--- src/rtl/ndata_narrower_if.sv ---
// Stream bundle for ndata_narrower: a wide input stream and a narrow output stream.
//
// Handshake (both sides): a beat transfers on a rising clock edge where valid
// and ready are both high. A source holds data/keep/last stable while valid is
// high and ready is low; valid never waits on ready. A sink may raise or lower
// ready at any time, and ready may depend combinationally on the other side.
interface ndata_narrower_if #(
  parameter type data_t       = logic [31:0],
  parameter int  IN_ELEMENTS  = 8,
  parameter int  OUT_ELEMENTS = 2
);
  localparam int W = $bits(data_t);

  logic [IN_ELEMENTS*W-1:0]  in_data;
  logic [IN_ELEMENTS-1:0]    in_keep;
  logic                      in_last;
  logic                      in_valid;
  logic                      in_ready;

  logic [OUT_ELEMENTS*W-1:0] out_data;
  logic [OUT_ELEMENTS-1:0]   out_keep;
  logic                      out_last;
  logic                      out_valid;
  logic                      out_ready;

  // Converter side: consumes the wide stream, produces the narrow stream.
  modport slave (
    input  in_data, in_keep, in_last, in_valid,
    output in_ready,
    output out_data, out_keep, out_last, out_valid,
    input  out_ready
  );

  // Environment side: produces the wide stream, consumes the narrow stream.
  modport master (
    output in_data, in_keep, in_last, in_valid,
    input  in_ready,
    input  out_data, out_keep, out_last, out_valid,
    output out_ready
  );
endinterface

--- src/rtl/ndata_narrower.sv ---
// ndata_narrower: splits each IN_ELEMENTS-wide beat into OUT_ELEMENTS-wide
// chunks, lowest chunk first, carrying keep through untouched and placing
// last on the final emitted chunk. With SKIP_EMPTY set, chunks whose keep is
// all zero are not emitted; an all-zero beat is dropped unless it carries
// last, in which case it still produces one empty chunk so the packet
// boundary survives.
module ndata_narrower #(
  parameter type data_t       = logic [31:0],
  parameter int  IN_ELEMENTS  = 8,
  parameter int  OUT_ELEMENTS = 2,
  parameter bit  SKIP_EMPTY   = 1'b1
) (
  input  logic            clk,
  input  logic            rst_n,
  ndata_narrower_if.slave io
);
  localparam int W     = $bits(data_t);
  localparam int RATIO = IN_ELEMENTS / OUT_ELEMENTS;
  localparam int IDX_W = (RATIO > 1) ? $clog2(RATIO) : 1;
  localparam int IW    = IN_ELEMENTS * W;
  localparam int OW    = OUT_ELEMENTS * W;

  // Holding register for the beat currently being emitted.
  logic [IW-1:0]          r_data;
  logic [IN_ELEMENTS-1:0] r_keep;
  logic                   r_last;
  logic [IDX_W-1:0]       r_idx;
  logic                   r_full;

  logic [RATIO-1:0]        w_held_nz;
  logic [RATIO-1:0]        w_in_nz;
  logic [IDX_W-1:0]        w_final;
  logic [IDX_W-1:0]        w_next_idx;
  logic [IDX_W-1:0]        w_in_first;
  logic                    w_at_final;
  logic                    w_in_ready;
  logic                    w_in_fire;
  logic                    w_out_fire;
  logic                    w_in_occupies;
  logic [OW-1:0]           w_out_data;
  logic [OUT_ELEMENTS-1:0] w_out_keep;

  // One bit per chunk: does this chunk carry any kept element?
  always_comb begin
    w_held_nz = '0;
    w_in_nz   = '0;
    for (int k = 0; k < RATIO; k++) begin
      w_held_nz[k] = |r_keep[k*OUT_ELEMENTS +: OUT_ELEMENTS];
      w_in_nz[k]   = |io.in_keep[k*OUT_ELEMENTS +: OUT_ELEMENTS];
    end
  end

  // Chunk walk: final chunk of the held beat, next chunk to show, and the
  // starting chunk of an incoming beat. Without skipping every chunk is walked.
  always_comb begin
    w_final    = IDX_W'(RATIO - 1);
    w_in_first = '0;
    w_next_idx = r_idx + IDX_W'(1);
    if (SKIP_EMPTY) begin
      w_final = '0;
      for (int k = 0; k < RATIO; k++) begin
        if (w_held_nz[k]) w_final = IDX_W'(k);
      end
      // Scan downward so the lowest qualifying chunk wins.
      for (int k = RATIO - 1; k >= 0; k--) begin
        if (w_in_nz[k]) w_in_first = IDX_W'(k);
        if (w_held_nz[k] && (IDX_W'(k) > r_idx)) w_next_idx = IDX_W'(k);
      end
    end
  end

  // Select the chunk at r_idx from the holding register.
  always_comb begin
    w_out_data = '0;
    w_out_keep = '0;
    for (int k = 0; k < RATIO; k++) begin
      if (r_idx == IDX_W'(k)) begin
        w_out_data = r_data[k*OW +: OW];
        w_out_keep = r_keep[k*OUT_ELEMENTS +: OUT_ELEMENTS];
      end
    end
  end

  assign w_at_final = (r_idx == w_final);
  // Accept a new beat when empty, or when the last chunk leaves this cycle.
  assign w_in_ready = rst_n && (!r_full || (w_at_final && io.out_ready));
  assign w_in_fire  = io.in_valid && w_in_ready;
  assign w_out_fire = r_full && io.out_ready;
  // An all-empty, non-last beat has nothing to say and is dropped.
  assign w_in_occupies = !SKIP_EMPTY || (|io.in_keep) || io.in_last;

  // Holding register: load on input handshake, otherwise step or free on output handshake.
  always_ff @(posedge clk or negedge rst_n) begin
    if (!rst_n) begin
      r_data <= '0;
      r_keep <= '0;
      r_last <= 1'b0;
      r_idx  <= '0;
      r_full <= 1'b0;
    end else if (w_in_fire) begin
      r_data <= io.in_data;
      r_keep <= io.in_keep;
      r_last <= io.in_last;
      r_idx  <= w_in_first;
      r_full <= w_in_occupies;
    end else if (w_out_fire) begin
      if (!w_at_final) begin
        r_idx <= w_next_idx;
      end else begin
        r_full <= 1'b0;
      end
    end
  end

  assign io.in_ready  = w_in_ready;
  assign io.out_valid = r_full;
  assign io.out_last  = r_full && r_last && w_at_final;
  assign io.out_data  = w_out_data;
  assign io.out_keep  = w_out_keep;

endmodule

--- src/flat_wrapper.sv ---
// flat-port wrapper written by rule: the top's interface ports become plain ports
module ndata_narrower_flat 
#(
  parameter type data_t       = logic [31:0],
  parameter int  IN_ELEMENTS  = 8,
  parameter int  OUT_ELEMENTS = 2,
  parameter bit  SKIP_EMPTY   = 1'b1
)
  (clk, rst_n, io_in_data, io_in_keep, io_in_last, io_in_valid, io_in_ready, io_out_data, io_out_keep, io_out_last, io_out_valid, io_out_ready);
  ndata_narrower_if #(.data_t(data_t), .IN_ELEMENTS(IN_ELEMENTS), .OUT_ELEMENTS(OUT_ELEMENTS)) io_i ();
  input  logic clk;
  input  logic rst_n;
  input wire logic [$bits(io_i.in_data)-1:0] io_in_data;
  input wire logic [$bits(io_i.in_keep)-1:0] io_in_keep;
  input wire logic [$bits(io_i.in_last)-1:0] io_in_last;
  input wire logic [$bits(io_i.in_valid)-1:0] io_in_valid;
  output wire logic [$bits(io_i.in_ready)-1:0] io_in_ready;
  output wire logic [$bits(io_i.out_data)-1:0] io_out_data;
  output wire logic [$bits(io_i.out_keep)-1:0] io_out_keep;
  output wire logic [$bits(io_i.out_last)-1:0] io_out_last;
  output wire logic [$bits(io_i.out_valid)-1:0] io_out_valid;
  input wire logic [$bits(io_i.out_ready)-1:0] io_out_ready;
  assign io_i.in_data = io_in_data;
  assign io_i.in_keep = io_in_keep;
  assign io_i.in_last = io_in_last;
  assign io_i.in_valid = io_in_valid;
  assign io_in_ready = io_i.in_ready;
  assign io_out_data = io_i.out_data;
  assign io_out_keep = io_i.out_keep;
  assign io_out_last = io_i.out_last;
  assign io_out_valid = io_i.out_valid;
  assign io_i.out_ready = io_out_ready;
  ndata_narrower #(.data_t(data_t), .IN_ELEMENTS(IN_ELEMENTS), .OUT_ELEMENTS(OUT_ELEMENTS), .SKIP_EMPTY(SKIP_EMPTY)) u_core (.clk(clk), .rst_n(rst_n), .io(io_i));
endmodule
--- config.mk ---
export PLATFORM = sky130hd
export DESIGN_NAME = ndata_narrower_flat
export DESIGN_NICKNAME = d
export VERILOG_FILES = /design/src/rtl/ndata_narrower_if.sv /design/src/rtl/ndata_narrower.sv /design/src/flat_wrapper.sv
export SDC_FILE = /design/constraint.sdc
export NUM_CORES = 1
export LEC_CHECK = 0
export CORE_MARGIN = 2
export CORE_UTILIZATION = 49
export CTS_CLUSTER_DIAMETER = 120
export CTS_CLUSTER_SIZE = 28
export DETAILED_ROUTE_END_ITERATION = 7
export HOLD_SLACK_MARGIN = 0.05
export PLACE_DENSITY = 0.81
export RECOVER_POWER = 100
export SYNTH_ARGS = -nofsm -noshare
export SYNTH_HDL_FRONTEND = slang
export SYNTH_SLANG_ARGS = --single-unit
export TNS_END_PERCENT = 1
--- constraint.sdc ---
create_clock -name clk -period 2.6 [get_ports clk]
set_input_delay 0.39 -clock clk [delete_from_list [all_inputs] [get_ports clk]]
set_output_delay 0.39 -clock clk [all_outputs]
set_load 0.03 [all_outputs]
Word-level counts from Yosys, hierarchy flattened
Index checks and enable logic that the tools add are counted.
- bits in registers: 268
- bits of input ports: 269
- output and inout port bits: 69
- logic and storage cells: 67
- add/subtract/negate cells: 1
- magnitude comparators: 4
- equality and inequality tests: 5
- muxes and demuxes: 25
- reductions and logical operators: 27
- operator list (kind ; count):
    64-bit 2-to-1 mux ; 4
    2-bit 2-to-1 mux ; 17
    2-bit OR reduction ; 8
    1-bit logical AND ; 10
    8-bit OR reduction ; 1
    2-bit equality test (second input constant) ; 2
    1-bit by 2-bit greater-than comparator with 1-bit output (first input constant) ; 2
    2-bit greater-than comparator (first input constant) ; 2
    1-bit 2-to-1 mux ; 4
    2-bit AND reduction ; 2
    2-bit nonzero test ; 2
    2-bit by 1-bit adder with 2-bit output (second input constant) ; 1
    2-bit by 1-bit equality test with 1-bit output (second input constant) ; 1
    2-bit equality test ; 1
    2-bit logical NOT ; 1
    1-bit logical OR ; 2
    2-bit inequality test (second input constant) ; 1
    1-bit logical NOT ; 1

Longest topological paths before layout
- word-level depth: 11
- depth in mapped cells: 8
- mapped depth without buffers: 6

Least setup slack after synthesis
No wires, ideal clock.
- kind: reg2out
- start: register u_core.r_idx[0]
- end: output io_out_data[12]
- arrival: 2.074 ns
- setup slack: 0.136 ns
- cell stages (with the launch flop): 9
- buffers on the path: 2
- path through: dfrtp_1 inv_1 ha_1 clkbuf_1 buf_1 nand3b_1 a21oi_1 a21oi_1 o21ai_1
- word-level cells in the longest chain between the ends: 5
- RTL lines (element ; line ; text):
    start: declaration ; ndata_narrower.sv:27 ; logic [IDX_W-1:0] r_idx;
    start signal: assignment ; ndata_narrower.sv:104 ; r_idx <= w_in_first;
    start signal: assignment ; ndata_narrower.sv:108 ; r_idx <= w_next_idx;
    2-bit logical NOT ; ndata_narrower.sv:77 ; if (r_idx == IDX_W'(k)) begin
    64-bit 2-to-1 mux (3 in series) ; ndata_narrower.sv:77 ;
    64-bit 2-to-1 mux * ; ndata_narrower.sv:77 ;
    end: declaration ; flat_wrapper.sv:18 ; output wire logic [$bits(io_i.out_data)-1:0] io_out_data;
Mark *: on every way between the ends. The rest lies on a longest branch, timed or not.

Worst setup path in the final report
- start: register u_core.r_idx[0]
- end: output io_out_data[50]
The elaborated chain is that of the path after synthesis.

==> flow_summary_export.csv <==
group,metric,value,unit
global_routing,antenna_found_initial,0,
sta,clock.fmax,0.373,GHz
clock_network,clkTransAtPathRegs,110,ps
critical_path,reg2reg_slack,220,ps
layout,antenna_cells,0,
sta,rsz0062_at_grt,"yes",
worst_hold_path,min_to,"u_core.r_data[144]$_DFFE_PN0P_",
clock_network,clk_latency,490,ps
clock_network,cts_buffer_depth,3,
sta,worstMarginPinSlew,1690,ps
job,maxCapViolCount,1,
layout,nets,1635,
clock_network,numCtsBuffers,13,
sta,min_period,2680,ps
worst_hold_path,hp-class,"in2reg",
worst_hold_path,hold_depth,2,
die,coreArea,0.0250,mm^2
power_and_ir_drop,irDropWorstVdd,842,uV
critical_path,critical_path.max_fanout,20,
synthesis,synth_top_area_cell,"dfrtp_1",
die,dieArea,0.0266,mm^2
synthesis,yosys-top-cells-area,"dfrtp_1 (54%), mux2_1 (24%), a21oi_1 (5.4%)",
route,routedWlPerCell,19.4,um
synthesis,synth-seq-cells,268,
synthesis,synth_edf_count,0,
synthesis,async_flop_share,100,%
sta,slew_headroom,-12.5,%
route,drt_iter0_drc,698,
die,start_util,49.5,%
place,gp_congestion,0.814,
layout,design_area,0.0167,mm^2
sta,finalCritPeriodShare,103,%
critical_path,cp.required,2210,ps
synthesis,avgSynthCellArea,11.7,um^2
sta,fin_hold_ws,474,ps
synthesis,synth_fp_nets,1330,
sta,slew_viol_final,69,
route,ant_nets,0,
sta,setup_viol,40,
critical_path,cp.arrival,2290,ps
place,io_buffers,337,
global_routing,track_usage,24.2,%
route,wl,32900,um
synthesis,synthCells,1057,
power_and_ir_drop,power_leakage,0.00698,uW
critical_path,critPathKind,"reg2out",
power_and_ir_drop,seqPwrFrac,36.5,%
global_routing,grt_max_degree,152,
sta,finalClockSkew,19.6,ps
critical_path,cp-start-kind,"register",
clock_network,clock_sinks,268,
power_and_ir_drop,clockPowerShare,11.1,%
power_and_ir_drop,combinationalPowerShare,52.3,%
synthesis,ys.flop_type,"dfrtp_1",
synthesis,yosysUniqueCellTypes,31,
outcome,run_status,"finished with violations",
route,vias,9201,
power_and_ir_drop,p_int,11900,uW
sta,hold_viol,0,
clock_network,cts-root-buf,"clkbuf_16",
power_and_ir_drop,sw_frac_of_total,41.4,%
clock_network,cts_tree,"yes",
critical_path,crit_path_end_kind,"primary output",
critical_path,worstReg2RegStart,"u_core.r_keep[4]$_DFFE_PN0P_",
clock_network,ctsHtreeMaxLevel,1,
place,post_dp_cell_area,0.0161,mm^2
critical_path,r2r-end,"u_core.r_data[122]$_DFFE_PN0P_",
global_routing,grt_pass1_vias,9653,
synthesis,ys_seq_area_share,54.1,%
die,io-pin-count,338,
global_routing,grt_overflow,0,
layout,drive_gt1_share,10.9,%
die,chipHeight,163,um
route,avgViaCountPerCell,5.44,
route,drt_first_pass_iters,5,
worst_hold_path,hold_start,"io_in_data[144]",
power_and_ir_drop,power_switching,8390,uW
place,hpwl,22000,um
layout,area_growth_syn_to_layout,34.8,%
critical_path,reg2reg_depth,7,
synthesis,netlist_area,0.0124,mm^2
synthesis,yosysTopAreaCellShare,54.1,%
die,rows,58,
synthesis,ys_warn_count,0,
sta,setup_ws,-82.5,ps
route,post-route-drc-count,0,
power_and_ir_drop,p_per_area,1210,mW/mm^2
outcome,failed_checks,"max-capacitance violations, max-slew violations, negative setup slack",
global_routing,grt_pass1_wl,51100,um
layout,fill_cells,1883,
die,die_x,163,um
layout by cell type, fill, tap and decap left out, types with 2 or more instances in the layout:
cell             netlist  routed
clkdlybuf4s50_1        0     268
dfrtp_1              268     267
mux2_1               265     265
nand2_1              137     137
a21oi_1              133     116
buf_4                 25      68
nand3b_1              66      66
o21ai_1               67      63
buf_12                 0      20
a21oi_2                0      17
clkbuf_16              0      14
nor2_1                 7       5
buf_6                  0       5
o21ai_2                0       4
mux2i_1                4       4
ha_4                   0       4
o21a_1                 3       3
nor3_1                 3       3
inv_4                  0       2
nor2_2                 0       2
and2_1                 2       2
o31ai_1                2       2
o21ai_0                2       2
clkbuf_2               0       2
worst max-delay path, stage by stage, from the launching register on:
cell and delay, ps:
dfrtp_2 470, buf_6 140, ha_4 230, buf_6 180, nand3b_1 160, a21oi_1 150
a21oi_1 60, o21ai_1 200, buf_4 200
cells by family (layout without fill, tap and decap cells):
logic type / count (synthesis) / after routing / synth area share, %
mux: 269 / 269 / 24.4
flops: 268 / 268 / 54.1
simple gates: 219 / 219 / 8.84
compound gates: 213 / 213 / 8.92
buf+inv: 83 / 387 / 3.31
fa+ha+maj: 4 / 4 / 0.404
xor+xnor: 1 / 1 / 0.0706
metal layers:
layer  wire length, um  vias to the layer above  track usage (%)  part of all wire [%]
met5                 0                        -                0                     0
met4              1110                        0             7.80                   3.4
met3              2120                       61             5.54                   6.4
met2             16300                      279             41.6                    50
met1             13300                     4559             30.3                    41
li1                  -                     4302                -                     -
worst max path at each step:
stage	cells after the start	startpoint	end
floorplan	8	u_core.r_idx[0]$_DFFE_PN0P_	io_out_data[12]
detailed placement	6	u_core.r_keep[4]$_DFFE_PN0P_	io_in_ready
global placement	6	u_core.r_keep[4]$_DFFE_PN0P_	io_in_ready
CTS	8	u_core.r_idx[0]$_DFFE_PN0P_	io_out_data[8]
global route	9	u_core.r_idx[0]$_DFFE_PN0P_	io_out_data[16]
finish	8	u_core.r_idx[0]$_DFFE_PN0P_	io_out_data[50]
stage by stage:
step	setup TNS (ps)	power, uW	instances	setup WS (ps)	util [%]
2_1_floorplan	0	13700	1057	136	-
3_3_place_gp	0	17200	1666	93.6	64.2
3_5_place_dp	0	17500	1666	12.4	64.2
4_1_cts	-3390	20300	1690	-92.0	66.5
5_1_grt	-15070	21600	1691	-189	66.8
6_report	-980	20300	1691	-82.5	66.8
layout make-up:
class / count / area, um^2 / share of cell area (%)
Multi-Input combinational cell: 706 / 5440 / 32.6
Inverter: 3 / 16.3 / 0.0973
Clock buffer: 13 / 325 / 1.95
Sequential cell: 268 / 6710 / 40.1
Clock inverter: 1 / 16.3 / 0.0973
Tap cell: 330 / 413 / 2.47
Timing Repair Buffer: 370 / 3790 / 22.7
Yosys cell counts, types with 3 or more instances:
| cell | instances |
|---|---|
| dfrtp_1 | 268 |
| mux2_1 | 265 |
| nand2_1 | 137 |
| a21oi_1 | 133 |
| o21ai_1 | 67 |
| nand3b_1 | 66 |
| clkbuf_1 | 46 |
| buf_4 | 25 |
| nor2_1 | 7 |
| buf_1 | 5 |
| buf_2 | 4 |
| ha_1 | 4 |
| mux2i_1 | 4 |
| nor3_1 | 3 |
| o21a_1 | 3 |
state kept, by name, summed over array words and instances, names as in the netlist:
signal               cells
u_core.r_last            1
u_core.r_idx             2
u_core.r_keep            8
u_core.io.out_valid      1
u_core.r_data          256
power groups by stage:
stage	clock network, uW	registers [uW]	logic, uW
after global routing	2460	7640	11500
after floorplan	0	7120	6610
final	2260	7410	10600
after detailed placement	0	7470	10100
after global placement	0	7310	9850
after CTS	2320	7380	10600
timing repair:
item	CTS	global route
pin swaps	8	11
setup endpoints to repair	68	68
setup buffers	5	2
gates cloned	4	1
resized for setup	22	23
hold buffers	1	0
hold endpoints to repair	39	0
(Power assumes the default switching activity.)
==> RTL edit, RTL diff (config.mk and constraints unchanged) <==
`SKIP_EMPTY` is set to 1'b1 in 2 places; all go to 1'b0.
--- a/src/rtl/ndata_narrower.sv
+++ b/src/rtl/ndata_narrower.sv
@@ -9,5 +9,5 @@
   parameter int  IN_ELEMENTS  = 8,
   parameter int  OUT_ELEMENTS = 2,
-  parameter bit  SKIP_EMPTY   = 1'b1
+  parameter bit  SKIP_EMPTY   = 1'b0
 ) (
   input  logic            clk,
--- a/src/flat_wrapper.sv
+++ b/src/flat_wrapper.sv
@@ -5,5 +5,5 @@
   parameter int  IN_ELEMENTS  = 8,
   parameter int  OUT_ELEMENTS = 2,
-  parameter bit  SKIP_EMPTY   = 1'b1
+  parameter bit  SKIP_EMPTY   = 1'b0
 )
   (clk, rst_n, io_in_data, io_in_keep, io_in_last, io_in_valid, io_in_ready, io_out_data, io_out_keep, io_out_last, io_out_valid, io_out_ready);
Function: changed (a bounded check fails within 4 cycles, from zero or initial values and one cycle with rst_n low).
==> RTL edit against the unedited design <==
- synthesized area about the same
- clock power is 2% lower
- design area decreased by 0.31%
- total power grew 5.8%
- setup slack gained 120 ps
- critical endpoint is now io_out_data[46]
- sequential share of layout area increased by 0.13 points
- sequential cell count unchanged
- first-iteration DRC count fell by 8.7%
- wire length is 2.3% higher
==> RTL edit: results (changes against the unedited design) <==
[worst_setup_path]
r2r.worst_path.cells=6  ; was 7
arrival_ps=2170  ; was 2290 ps

[yosys]
synth_nets=1299  ; was 1,330
synth-seq-area-share=0.540  ; was 0.541
post_synth_xor_area_fraction=0.000706  ; about the same
synth_fa_ha_area_frac=0.00403  ; was 0.00404
synthMuxAreaShare=0.241  ; was 0.244
synth_cell_types=23  ; was 31
synth_area_leaders=dfrtp_1 54%, mux2_1 21%, a21oi_1 5.3%, a22o_1 4.7%, mux2_2 3.4%  ; was dfrtp_1 54%, mux2_1 24%, a21oi_1 5.4%, nand2_1 4.1%, nand3b_1 4.0%

[global_routing]
grt.met1_usage=0.307  ; was 0.303
grt_pass1_vias=9382  ; was 9,653
grt_pass1_wl_um=49400  ; was 51,100 µm
grtUsageTotal=0.234  ; was 0.242
grt_max_degree=139  ; was 152

[sta]
drv_slew=0  ; was 69
relSlewSlack=0.164  ; was -0.125

[cells_and_area]
drive_above_1_share=0.134  ; was 0.109

[placement]
gp_congestion=0.812  ; was 0.814
place_ws_ps=344  ; was 12.4 ps
dp_hpwl_um=21400  ; was 22,000 µm

[status]
status=finished clean  ; was finished with violations

[detailed_routing]
vias=9171  ; was 9,201
drt_wl_total_um=33600  ; was 32,900 µm
wirelength_met1_um=14400  ; was 13,300 µm
wl_met3_um=1810  ; was 2120 µm
met2_length_um=16300  ; about the same

[power]
power_frac_comb=0.553  ; was 0.523
irDropWorstVdd_uv=814  ; was 842 µV

## RTL edit: cell count changes after synthesis, moves of 14 or more
cell	change
mux2_1	-37
a22o_1	+66
clkbuf_1	-14
nand3b_1	-65
o21ai_0	+64
buf_6	+26
nand2_1	-70
mux2_2	+37
buf_4	-24
o21ai_1	-67
inv_1	+66
## RTL edit: timing repair
| item | in CTS | in global routing |
|---|---|---|
| resized for setup | 14 | 41 |
| hold endpoints to repair | 37 | 0 |
| hold buffers | 1 | 0 |
| cloned | 2 | 9 |
| pin swaps | 0 | 3 |
| endpoints found under the setup margin | 67 | 67 |
| buffers inserted | 1 | 5 |
## RTL edit: final cells by class
cell class | instances | area, µm²
Inverter | 68 | 260
Sequential cell | 268 | 6710
Clock buffer | 13 | 325
Multi-Input combinational cell | 610 | 5030
Fill cell | 1897 | 8380
Clock inverter | 1 | 16.3
Timing Repair Buffer | 379 | 3910
Tap cell | 330 | 413
## RTL edit: per-stage QoR
| stage | total power (µW) | setup TNS, ps | cells | instance area, µm² |
|---|---|---|---|---|
| global route | 22800 | -477 | 1669 | 16700 |
| CTS | 20800 | -135 | 1655 | 16400 |
| finish | 21500 | 0 | 1669 | 16700 |
| detailed placement | 18200 | 0 | 1637 | 15900 |
| global placement | 17900 | 0 | 1637 | 15900 |
| floorplan | 14400 | 0 | 1026 | 12400 |
## RTL edit: final timing paths
kind | start | to | slack [ps]
worst max-delay path | u_core.r_idx[1] | io_out_data[46] | 40
worst min-delay path | rst_n | u_core.r_data[217] | 360
worst max register to register | u_core.r_idx[0] | u_core.r_data[81] | 230
worst min register to register | u_core.r_data[56] | u_core.r_data[56] | 490
min in group clk | io_in_data[176] | u_core.r_data[176] | 490
max in group asynchronous | rst_n | u_core.r_data[196] | 620
